--- src/rtl/rename_pkg.sv ---
// rename_pkg: shared sizes, preg-to-bank helper and FSM state type for the rename freelist arbiter (no ports)
package rename_pkg;
  localparam int BANKS = 4;
  localparam int PREGW = 7;
  localparam int PENDDEEP = 4;
  localparam int BANKBITS = $clog2(BANKS);
  typedef enum logic {RUN = 1'b0, SETTLE = 1'b1} state_e;
  function automatic logic [BANKBITS-1:0] bank_of(input logic [PREGW-1:0] p);
    return p[BANKBITS-1:0];
  endfunction
endpackage

--- src/rtl/free_pending_buf.sv ---
// free_pending_buf: order-preserving pending-free tag buffer; clk/rst/clr, drain mask removes serviced entries and compacts, app_vld/app_tag0/app_tag1 append up to two, tags/vld/free_cnt expose contents
module free_pending_buf #(
  parameter int PREGW = 7,
  parameter int PENDDEEP = 4
) (
  input  logic                        clk,
  input  logic                        rst,
  input  logic                        clr,
  input  logic [PENDDEEP-1:0]         drain,
  input  logic [1:0]                  app_vld,
  input  logic [PREGW-1:0]            app_tag0,
  input  logic [PREGW-1:0]            app_tag1,
  output logic [PENDDEEP*PREGW-1:0]   tags,
  output logic [PENDDEEP-1:0]         vld,
  output logic [$clog2(PENDDEEP+1)-1:0] free_cnt
);
  localparam int CW = $clog2(PENDDEEP + 1);
  localparam int AW = $clog2(PENDDEEP);
  logic [PREGW-1:0] mem [PENDDEEP];
  logic [PREGW-1:0] nmem [PENDDEEP];
  logic [CW-1:0] cnt, ncnt;
  logic ovf;
  always_comb begin
    for (int i = 0; i < PENDDEEP; i++) begin
      vld[i] = CW'(i) < cnt;
      tags[i*PREGW +: PREGW] = mem[i];
    end
  end
  assign free_cnt = CW'(PENDDEEP) - cnt;
  always_comb begin : compact
    int k;
    nmem = mem;
    ovf = 1'b0;
    k = 0;
    for (int i = 0; i < PENDDEEP; i++)
      if (vld[i] && !drain[i]) begin
        nmem[AW'(k)] = mem[i];
        k++;
      end
    for (int j = 0; j < 2; j++)
      if (app_vld[j]) begin
        if (k < PENDDEEP) begin
          nmem[AW'(k)] = j == 0 ? app_tag0 : app_tag1;
          k++;
        end else ovf = 1'b1;
      end
    ncnt = clr ? '0 : CW'(k);
  end
  always_ff @(posedge clk) begin
    cnt <= rst ? '0 : ncnt;
    mem <= nmem;
    assert (rst || !ovf);
  end
endmodule

--- src/rtl/rename_freelist_arbiter.sv ---
// rename_freelist_arbiter: round-robin preg grants to two rename slots, commit-free steering to home banks via a pending buffer, flush/settle sequencing; Clk/Rest, AllocReq/AllocGrant/AllocPreg0/1/AllocStall, Bank* strobes and data, FreeValid/FreePreg0/1/FreeReady, Flush
module rename_freelist_arbiter
  import rename_pkg::*;
#(
  parameter int BANKS = rename_pkg::BANKS,
  parameter int PREGW = rename_pkg::PREGW,
  parameter int PENDDEEP = rename_pkg::PENDDEEP
) (
  input  logic                     Clk,
  input  logic                     Rest,
  input  logic [1:0]               AllocReq,
  output logic [1:0]               AllocGrant,
  output logic [PREGW-1:0]         AllocPreg0,
  output logic [PREGW-1:0]         AllocPreg1,
  output logic                     AllocStall,
  input  logic [BANKS-1:0]         BankEmpty,
  input  logic [BANKS*PREGW-1:0]   BankPreOut,
  output logic [BANKS-1:0]         BankRable,
  output logic [BANKS-1:0]         BankWable,
  output logic [BANKS*PREGW-1:0]   BankDin,
  output logic [BANKS-1:0]         BankClean,
  input  logic [1:0]               FreeValid,
  input  logic [PREGW-1:0]         FreePreg0,
  input  logic [PREGW-1:0]         FreePreg1,
  output logic                     FreeReady,
  input  logic                     Flush
);
  localparam int BI = $clog2(BANKS);
  localparam int CW = $clog2(PENDDEEP + 1);
  state_e state;
  logic [BI-1:0] rr, c0, c1, b1;
  logic h0, h1, run;
  logic [PENDDEEP-1:0] pvld, drain;
  logic [PENDDEEP*PREGW-1:0] ptag;
  logic [CW-1:0] pfree;
  logic [1:0] app;
  assign run = state == RUN && !Flush && !Rest;
  always_comb begin : find
    logic [BI-1:0] b;
    b = '0;
    h0 = 1'b0;
    h1 = 1'b0;
    c0 = '0;
    c1 = '0;
    for (int i = 0; i < BANKS; i++) begin
      b = rr + BI'(i);
      if (!BankEmpty[b]) begin
        if (!h0) begin
          h0 = 1'b1;
          c0 = b;
        end else if (!h1) begin
          h1 = 1'b1;
          c1 = b;
        end
      end
    end
  end
  // slot1 may only pass slot0 when slot0 is idle; an ungranted slot0 blocks both
  assign AllocGrant[0] = run && AllocReq[0] && h0;
  assign AllocGrant[1] = run && AllocReq[1] && h0 && (!AllocReq[0] || h1);
  assign b1 = AllocReq[0] ? c1 : c0;
  assign AllocPreg0 = AllocGrant[0] ? BankPreOut[c0*PREGW +: PREGW] : '0;
  assign AllocPreg1 = AllocGrant[1] ? BankPreOut[b1*PREGW +: PREGW] : '0;
  assign BankRable = ({BANKS{AllocGrant[0]}} & (BANKS'(1) << c0)) |
                     ({BANKS{AllocGrant[1]}} & (BANKS'(1) << b1));
  assign AllocStall = |(AllocReq & ~AllocGrant);
  assign BankClean = {BANKS{Flush && !Rest}};
  assign FreeReady = Rest || pfree >= CW'(2);
  // oldest pending first, then the two new frees; a bank already written this cycle turns a free into a pending append
  always_comb begin : steer
    logic [BANKS-1:0] taken;
    logic [PREGW-1:0] t;
    logic v;
    taken = '0;
    t = '0;
    v = 1'b0;
    BankDin = '0;
    drain = '0;
    app = '0;
    if (!Flush && !Rest) begin
      for (int i = 0; i < PENDDEEP; i++) begin
        t = ptag[i*PREGW +: PREGW];
        if (pvld[i] && !taken[bank_of(t)]) begin
          taken[bank_of(t)] = 1'b1;
          BankDin[bank_of(t)*PREGW +: PREGW] = t;
          drain[i] = 1'b1;
        end
      end
      for (int j = 0; j < 2; j++) begin
        t = j == 0 ? FreePreg0 : FreePreg1;
        v = FreeValid[j] && t != '0;
        if (v && !taken[bank_of(t)]) begin
          taken[bank_of(t)] = 1'b1;
          BankDin[bank_of(t)*PREGW +: PREGW] = t;
        end else app[j] = v;
      end
    end
    BankWable = taken;
  end
  free_pending_buf #(.PREGW(PREGW), .PENDDEEP(PENDDEEP)) u_pend (
    .clk(Clk),
    .rst(Rest),
    .clr(Flush),
    .drain(drain),
    .app_vld(app),
    .app_tag0(FreePreg0),
    .app_tag1(FreePreg1),
    .tags(ptag),
    .vld(pvld),
    .free_cnt(pfree)
  );
  always_ff @(posedge Clk) begin
    if (Rest) begin
      state <= SETTLE;
      rr <= '0;
    end else begin
      state <= Flush ? SETTLE : RUN;
      rr <= AllocGrant[1] ? b1 + 1'b1 : AllocGrant[0] ? c0 + 1'b1 : rr;
    end
  end
endmodule

--- config.mk ---
export PLATFORM = sky130hd
export DESIGN_NAME = rename_freelist_arbiter
export DESIGN_NICKNAME = d
export VERILOG_FILES = /design/src/rtl/rename_pkg.sv /design/src/rtl/free_pending_buf.sv /design/src/rtl/rename_freelist_arbiter.sv
export SDC_FILE = /design/constraint.sdc
export NUM_CORES = 1
export LEC_CHECK = 0
export ABC_CLOCK_PERIOD_IN_PS = 4650
export BUFFER_PORTS_ARGS = -buffer_cell sky130_fd_sc_hd__buf_2
export CAP_MARGIN = 10
export CORE_MARGIN = 2
export CORE_UTILIZATION = 30
export DETAILED_ROUTE_END_ITERATION = 8
export HOLD_SLACK_MARGIN = 0.02
export SLEW_MARGIN = 20
export SYNTH_ARGS = -nofsm -noshare
export SYNTH_HDL_FRONTEND = slang
export SYNTH_SLANG_ARGS = --single-unit
--- constraint.sdc ---
create_clock -name Clk -period 4.65 [get_ports Clk]
set_clock_uncertainty 0.05 [all_clocks]
set_input_delay 0 -clock Clk [delete_from_list [all_inputs] [get_ports Clk]]
set_output_delay 0 -clock Clk [all_outputs]
set_load 0.01 [all_outputs]
==> results of run 1 <==
==> flip-flops by register name, indices dropped and copies added, names as in the netlist <==
register and count:
state 1, u_pend.cnt 3, rr 2, u_pend.tags 28
==> layer usage <==
layer / part of all wire, % / up-vias
met2: 46 / 387
met5: 0 / -
met1: 44 / 3443
li1: - / 3506
met3: 7.4 / 53
met4: 2.9 / 0
==> how the worst max path moves through the flow <==
| stage | slack, ps | to |
|---|---|---|
| 6_report | 110 | BankDin[12] |
| 3_3_place_gp | 120 | u_pend.tags[23] |
| 5_1_grt | -2 | BankDin[12] |
| 3_5_place_dp | 8 | u_pend.tags[25] |
| 4_1_cts | 10 | u_pend.tags[25] |
| 2_1_floorplan | 3 | u_pend.tags[16] |
==> cells by family (layout without fill, tap and decap cells) <==
logic type / after synthesis / after routing
simple gates: 278 / 278
compound gates: 248 / 248
mux: 147 / 147
buf+inv: 103 / 206
fa+ha+maj: 62 / 62
flops: 34 / 34
xor+xnor: 7 / 7
other cells: 1 / 2
==> power by group through the flow <==
stage / Sequential (mW) / Clock [mW] / Combinational, mW
finish: 0.451 / 0.364 / 0.867
global placement: 0.439 / 0 / 0.771
global route: 0.456 / 0.376 / 0.948
floorplan: 0.404 / 0 / 0.563
detailed placement: 0.438 / 0 / 0.779
CTS: 0.439 / 0.367 / 0.809
==> layout by cell type, fill, tap and decap left out, drive strengths merged, types with 18 or more instances in the layout <==
cell type / instances
buf: 164
nand2: 86
mux2: 78
mux2i: 61
ha: 61
a21oi: 56
nor2: 48
o21ai: 48
dfxtp: 34
and3: 33
inv: 31
nand3: 24
a211oi: 20
nor3: 18
==> repair_timing <==
item	CTS	global route
hold buffers	1	0
endpoints found under the setup margin	29	56
endpoints found under the hold margin	2	0
buffers inserted	4	9
pin swaps	8	10
gates resized for setup	13	18
==> critical path: cells and delay by family, from the launching register on <==
family	cells	cell delay [ps]
fa+ha+maj	1	270
flops	1	400
simple gates	3	810
buf+inv	5	890
compound gates	4	840
mux	3	980
==> area by class of cell <==
class / instances / area (sq um) / share of cell area [%]
multi-input cells: 744 / 5860 / 71.8
inverters: 33 / 129 / 1.58
clock inverters: 2 / 12.5 / 0.153
repair buffers: 165 / 971 / 11.9
flip-flops and latches: 34 / 689 / 8.45
well taps: 285 / 357 / 4.37
clock buffers: 6 / 139 / 1.70
==> results.json, run 1 <==
{
  "slew_headroom_pct": 18.8,
  "critPathCaptureType": "output pin",
  "synth_top_area_share_pct": 11.2,
  "grt_pass1_vias": 6842,
  "crit_start": "u_pend.tags[7]",
  "power_frac_clock_pct": 21.6,
  "synth.most_common_cell": "nand2_1",
  "cts_sinks": 34,
  "r2r_start": "u_pend.tags[1]",
  "maxCapViolCount": 0,
  "slowest_delay_ps": 400,
  "antenna_found_initial": 0,
  "start_util_pct": 30.3,
  "fin_nets": 1097,
  "status": "complete, no violations",
  "critPathLaunchType": "flip-flop",
  "synth.area.mux_share_pct": 25.1,
  "synth_compound_area_share_pct": 25.0,
  "dieArea_sq_um": 24000,
  "hpwl_mm": 19.5,
  "whs_ps": 96.1,
  "synth-simple-area-share_pct": 21.1,
  "crit_top_cell": "buf_4",
  "synth_top_family_by_area": "multiplexers",
  "period_share_pct": 97.6,
  "fin_crit_ps": 4540,
  "use_met2_pct": 33.6,
  "finalMaxSlewViolations": 0,
  "grt_pass1_wl_mm": 38.7,
  "synth_area_leaders": "ha_1 (11%), mux2_2 (11%), dfxtp_1 (10%), mux2i_1 (9.0%), nand2_1 (4.7%)",
  "total_power_mw": 1.68,
  "io_pins": 111,
  "synth_xor_area_share_pct": 0.899,
  "slowest_stage": "dfxtp_2",
  "grt_max_degree": 36,
  "rows": 55,
  "netlist_instances": 880,
  "critical_path.cell_chain": "inv_1, ha_1, mux2_2, nand2_1, buf_4, o21ai_1, buf_4, nor3_2, o21ai_0, buf_4, a21o_1, o32ai_1, mux2_2, and3_2, mux2i_1, buf_2",
  "setup_slack_ps": 111,
  "fmaxAchievable_ghz": 0.220,
  "root_buffer": "clkbuf_16",
  "reg2reg_to": "u_pend.tags[25]",
  "fillers": 2389,
  "cts_tree": "yes",
  "grt.total_usage_pct": 20.5,
  "ys_seq_area_share_pct": 9.98,
  "netlist_top_cells_count": "nand2_1 (86), mux2_2 (67), ha_1 (61), mux2i_1 (61), a21oi_1 (56)",
  "critical_path_class": "flip-flop to output pin",
  "syn2layout_area_growth_pct": 19.6,
  "layout-drive-gt1-share_pct": 30.8,
  "antenna_left": 0,
  "ys.flop_type": "dfxtp_1",
  "yosysWarnings": 0,
  "num_antenna_cells": 0,
  "io_buffers": 108,
  "wl_per_cell_um": 20.3,
  "rr_worst_depth": 18,
  "holdPathEnd": "u_pend.tags[23]",
  "grt_use_met3_pct": 2.80,
  "postLayoutCellArea_sq_um": 8160,
  "firstDrtPassIters": 9,
  "finalSetupTns_ps": 0,
  "hold_path.class": "input port to flip-flop",
  "gr-total-overflow": 0,
  "clk_latency_ps": 300,
  "ctsLongestPathBuffers": 2,
  "met1_usage_pct": 27.6,
  "path_clk_slew_ps": 60,
  "worstPathRequired_ps": 4600,
  "cts.htree.levels": 2,
  "p_sw_mw": 0.692,
  "whs_path_depth": 2,
  "synth_cell_types": 84,
  "synth_edf_count": 0,
  "p_comb_share_pct": 51.6,
  "async_reset_ff_share_pct": 0,
  "num_vias": 7389,
  "drc": 0,
  "top_usage_layer": "met2",
  "p_per_area_nw_per_um2": 206,
  "vias_per_cell": 5.82,
  "dpl.cell_count": 1248,
  "postLayoutCoreUtil_pct": 36.3,
  "dpl_cell_area_sq_um": 7770,
  "seqPwrFrac_pct": 26.8,
  "p_sw_share_pct": 41.2,
  "ir_worst_vdd_uv": 155,
  "die_h_um": 155,
  "reg2reg_slack_ps": 230,
  "worst_hold_startpoint": "FreePreg1[2]",
  "worst_pin_slew_ps": 1210,
  "gp_congestion": 0.939,
  "finalHoldViolCount": 0,
  "cts_made_buffers": 5,
  "setup_violations": 0,
  "place_ws_ps": 8.08,
  "instances_no_fill": 1269,
  "p_int_mw": 0.989,
  "die_w_um": 155,
  "yosys_register_bits": 34,
  "synth.avg_cell_area_sq_um": 7.75,
  "synth.cell_area_sq_um": 6820,
  "initialDrtViolationCount": 885,
  "synthAdderAreaFrac_pct": 11.3,
  "core_area_sq_um": 22500,
  "p_leak_nw": 3.59,
  "worst-endpoint-arrival_ps": 4490,
  "drt-total-wl_mm": 25.7,
  "path_max_fanout": 13,
  "synth_top_cell_by_area": "ha_1"
}
Power figures use the tool's default switching activity.
==> run 2, diff against run 1 <==
--- a/config.mk
+++ b/config.mk
@@ -5,6 +5,7 @@
 export SDC_FILE = /design/constraint.sdc
 export NUM_CORES = 1
 export LEC_CHECK = 0
+export ABC_AREA = 1
 export ABC_CLOCK_PERIOD_IN_PS = 4650
 export BUFFER_PORTS_ARGS = -buffer_cell sky130_fd_sc_hd__buf_2
 export CAP_MARGIN = 10
==> run 2 against run 1 <==
Global-route usage up 1.4 points. Core utilization fell by 2.4 points. Register-to-register slack better by 180 ps. Clock power shrank 2%. Synthesized cell count up 87%. Cell count is 65% higher. Combinational power increased by 30%. Power increased by 14%. Sequential power down 4.4%. Worst hold slack improved by 42 ps. Via count up 48%. Largest cell class unchanged. Largest power group unchanged.
==> results.json, run 2 <==
{
  "netlist_instances": 1646,
  "netlist_top_cells_count": "nand2_1 (711), inv_1 (138), nand3_1 (113)",
  "setup_slack_ps": 359,
  "setup_violations": 0,
  "firstDrtPassIters": 6,
  "critical_path_class": "flip-flop to output pin",
  "status": "complete, no violations",
  "ctsLongestPathBuffers": 2,
  "critPathCaptureType": "output pin",
  "cts_sinks": 34,
  "synth_top_area_share_pct": 31.0,
  "rows": 62,
  "path_buf_inv": 5,
  "layout-drive-gt1-share_pct": 13.1,
  "largest_register_ffs": 28,
  "fin_nets": 1830,
  "whs_ps": 138,
  "slew_headroom_pct": 49.4,
  "rsz0062_at_grt": "no",
  "dpl.cell_count": 2081,
  "io_buffers": 108,
  "yosys_register_bits": 34,
  "finalSetupTns_ps": 0,
  "grt_max_degree": 33,
  "vias_per_cell": 5.20,
  "p_per_area_nw_per_um2": 199,
  "async_reset_ff_share_pct": 0,
  "die_h_um": 173,
  "most-common-layout-cells": "nand2_1 (708), inv_1 (136), nand3_1 (113), nor2_1 (112), buf_2 (109)",
  "path_max_fanout": 23,
  "gr-total-overflow": 0,
  "slowest_delay_ps": 350,
  "antenna_found_initial": 0,
  "num_vias": 10900,
  "p_int_mw": 0.887,
  "ys_seq_area_share_pct": 7.91,
  "p_sw_share_pct": 53.7,
  "cts_made_buffers": 5,
  "gp_congestion": 0.992,
  "grt_pass1_vias": 9946,
  "worstPathRequired_ps": 4600,
  "ir_worst_vdd_uv": 125,
  "path_clk_slew_ps": 70,
  "slowest_stage": "dfxtp_1",
  "drc": 0,
  "p_leak_nw": 5.14,
  "seqPwrFrac_pct": 22.5,
  "finalMaxSlewViolations": 0,
  "die_w_um": 173,
  "grt.total_usage_pct": 21.9,
  "syn2layout_area_growth_pct": 12.0,
  "root_buffer": "clkbuf_16",
  "start_util_pct": 30.2,
  "power_frac_clock_pct": 18.7,
  "wl_per_cell_um": 16.3,
  "hold_path.class": "input port to flip-flop",
  "hpwl_mm": 26.9,
  "grt_pass1_wl_mm": 53.4,
  "cts.htree.levels": 2,
  "synth.most_common_cell": "nand2_1",
  "cts_tree": "yes",
  "drt-total-wl_mm": 34.2,
  "maxCapViolCount": 0,
  "instances_no_fill": 2100,
  "synth_edf_count": 0,
  "worst_pin_slew_ps": 758,
  "ys.flop_type": "dfxtp_1",
  "antenna_left": 0,
  "p_comb_share_pct": 58.8,
  "fin_crit_ps": 4290,
  "num_antenna_cells": 0,
  "initialDrtViolationCount": 1162,
  "synth.avg_cell_area_sq_um": 5.23,
  "synth_cell_types": 54,
  "synth.cell_area_sq_um": 8610,
  "period_share_pct": 92.3,
  "dieArea_sq_um": 30100,
  "yosysWarnings": 0,
  "synth_area_leaders": "nand2_1 (31%), ha_1 (8.9%), dfxtp_1 (7.9%), nand3_1 (6.6%), inv_1 (6.0%)",
  "worst-endpoint-arrival_ps": 4240,
  "critPathTopFamily": "simple AND/OR/NAND/NOR gates",
  "core_area_sq_um": 28500,
  "p_sw_mw": 1.03,
  "critPathLaunchType": "flip-flop",
  "fmaxAchievable_ghz": 0.233,
  "io_pins": 111,
  "mostFrequentLayoutCell": "nand2_1",
  "clk_latency_ps": 300,
  "synth_top_cell_by_area": "nand2_1",
  "postLayoutCoreUtil_pct": 33.9,
  "place_ws_ps": 251,
  "finalHoldViolCount": 0
}
==> run 2: what timing repair did <==
action                                 4_1_cts  5_1_grt
setup endpoints to repair                    0       39
endpoints found under the hold margin        2        0
gates resized for setup                      0       19
setup buffers                                0       10
hold buffers                                 1        0
==> run 2: path summary, 6_finish.rpt <==
kind,end,slack (ps),cells past startpoint,from
setup reg to reg,u_pend.tags[9],410,26,u_pend.cnt[1]
hold reg to reg,rr[1],610,4,rr[1]
setup / recovery,BankDin[21],360,25,u_pend.tags[0]
hold / removal,u_pend.tags[2],140,7,FreePreg1[2]
==> run 2: power by group through the flow <==
stage	Combinational, mW	Clock (mW)	Sequential, mW
floorplan	0.792	0	0.386
global placement	1.09	0	0.431
detailed placement	1.09	0	0.432
CTS	1.10	0.365	0.425
global route	1.27	0.371	0.432
finish	1.13	0.358	0.431
==> run 2: through the flow <==
step	cell area [sq um]	power (mW)
after global routing	9640	2.07
after global placement	9370	1.52
after CTS	9520	1.89
final	9640	1.91
after detailed placement	9370	1.52
after floorplan	8610	1.18
==> run 2: cell type report <==
| type | count | area, sq um |
|---|---|---|
| Clock buffer | 5 | 125 |
| Clock inverter | 2 | 10.0 |
| Fill cell | 3271 | 18800 |
| Inverter | 158 | 612 |
| Multi-Input combinational cell | 1367 | 6880 |
| Sequential cell | 34 | 681 |
| Tap cell | 384 | 480 |
| Timing Repair Buffer | 150 | 856 |
==> run 2: cell families (layout without fill, tap and decap cells) <==
kind of cell               count (synthesis)  after routing  share of synthesized area, %
muxes                                     12             12                          1.41
buffers and inverters                    247            315                          12.7
xor gates and xnor gates                   6              6                         0.610
AOI/OAI and AO/OA                        239            239                          16.4
and+or+nand+nor                         1046           1047                          52.1
DFF                                       34             34                          7.91
other                                      1              2                        0.0436
adders and majority gates                 61             61                          8.86
==> run 2: metal layers <==
layer  GRT usage, %  part of all wire (%)  vias to the layer above
li1               -                     -                     5457
met1           28.3                    43                     4880
met2           37.3                    45                      496
met3           2.96                   8.1                       86
met4           7.84                   3.6                        0
met5              0                     0                        -
==> run 2: tightest hold or removal path: stages <==
cell and delay, ps:
buf_2 150, nand2_1 70, nand2_1 50, nand2_1 50, nand2_1 40, nand2_1 50, nand2_1 40
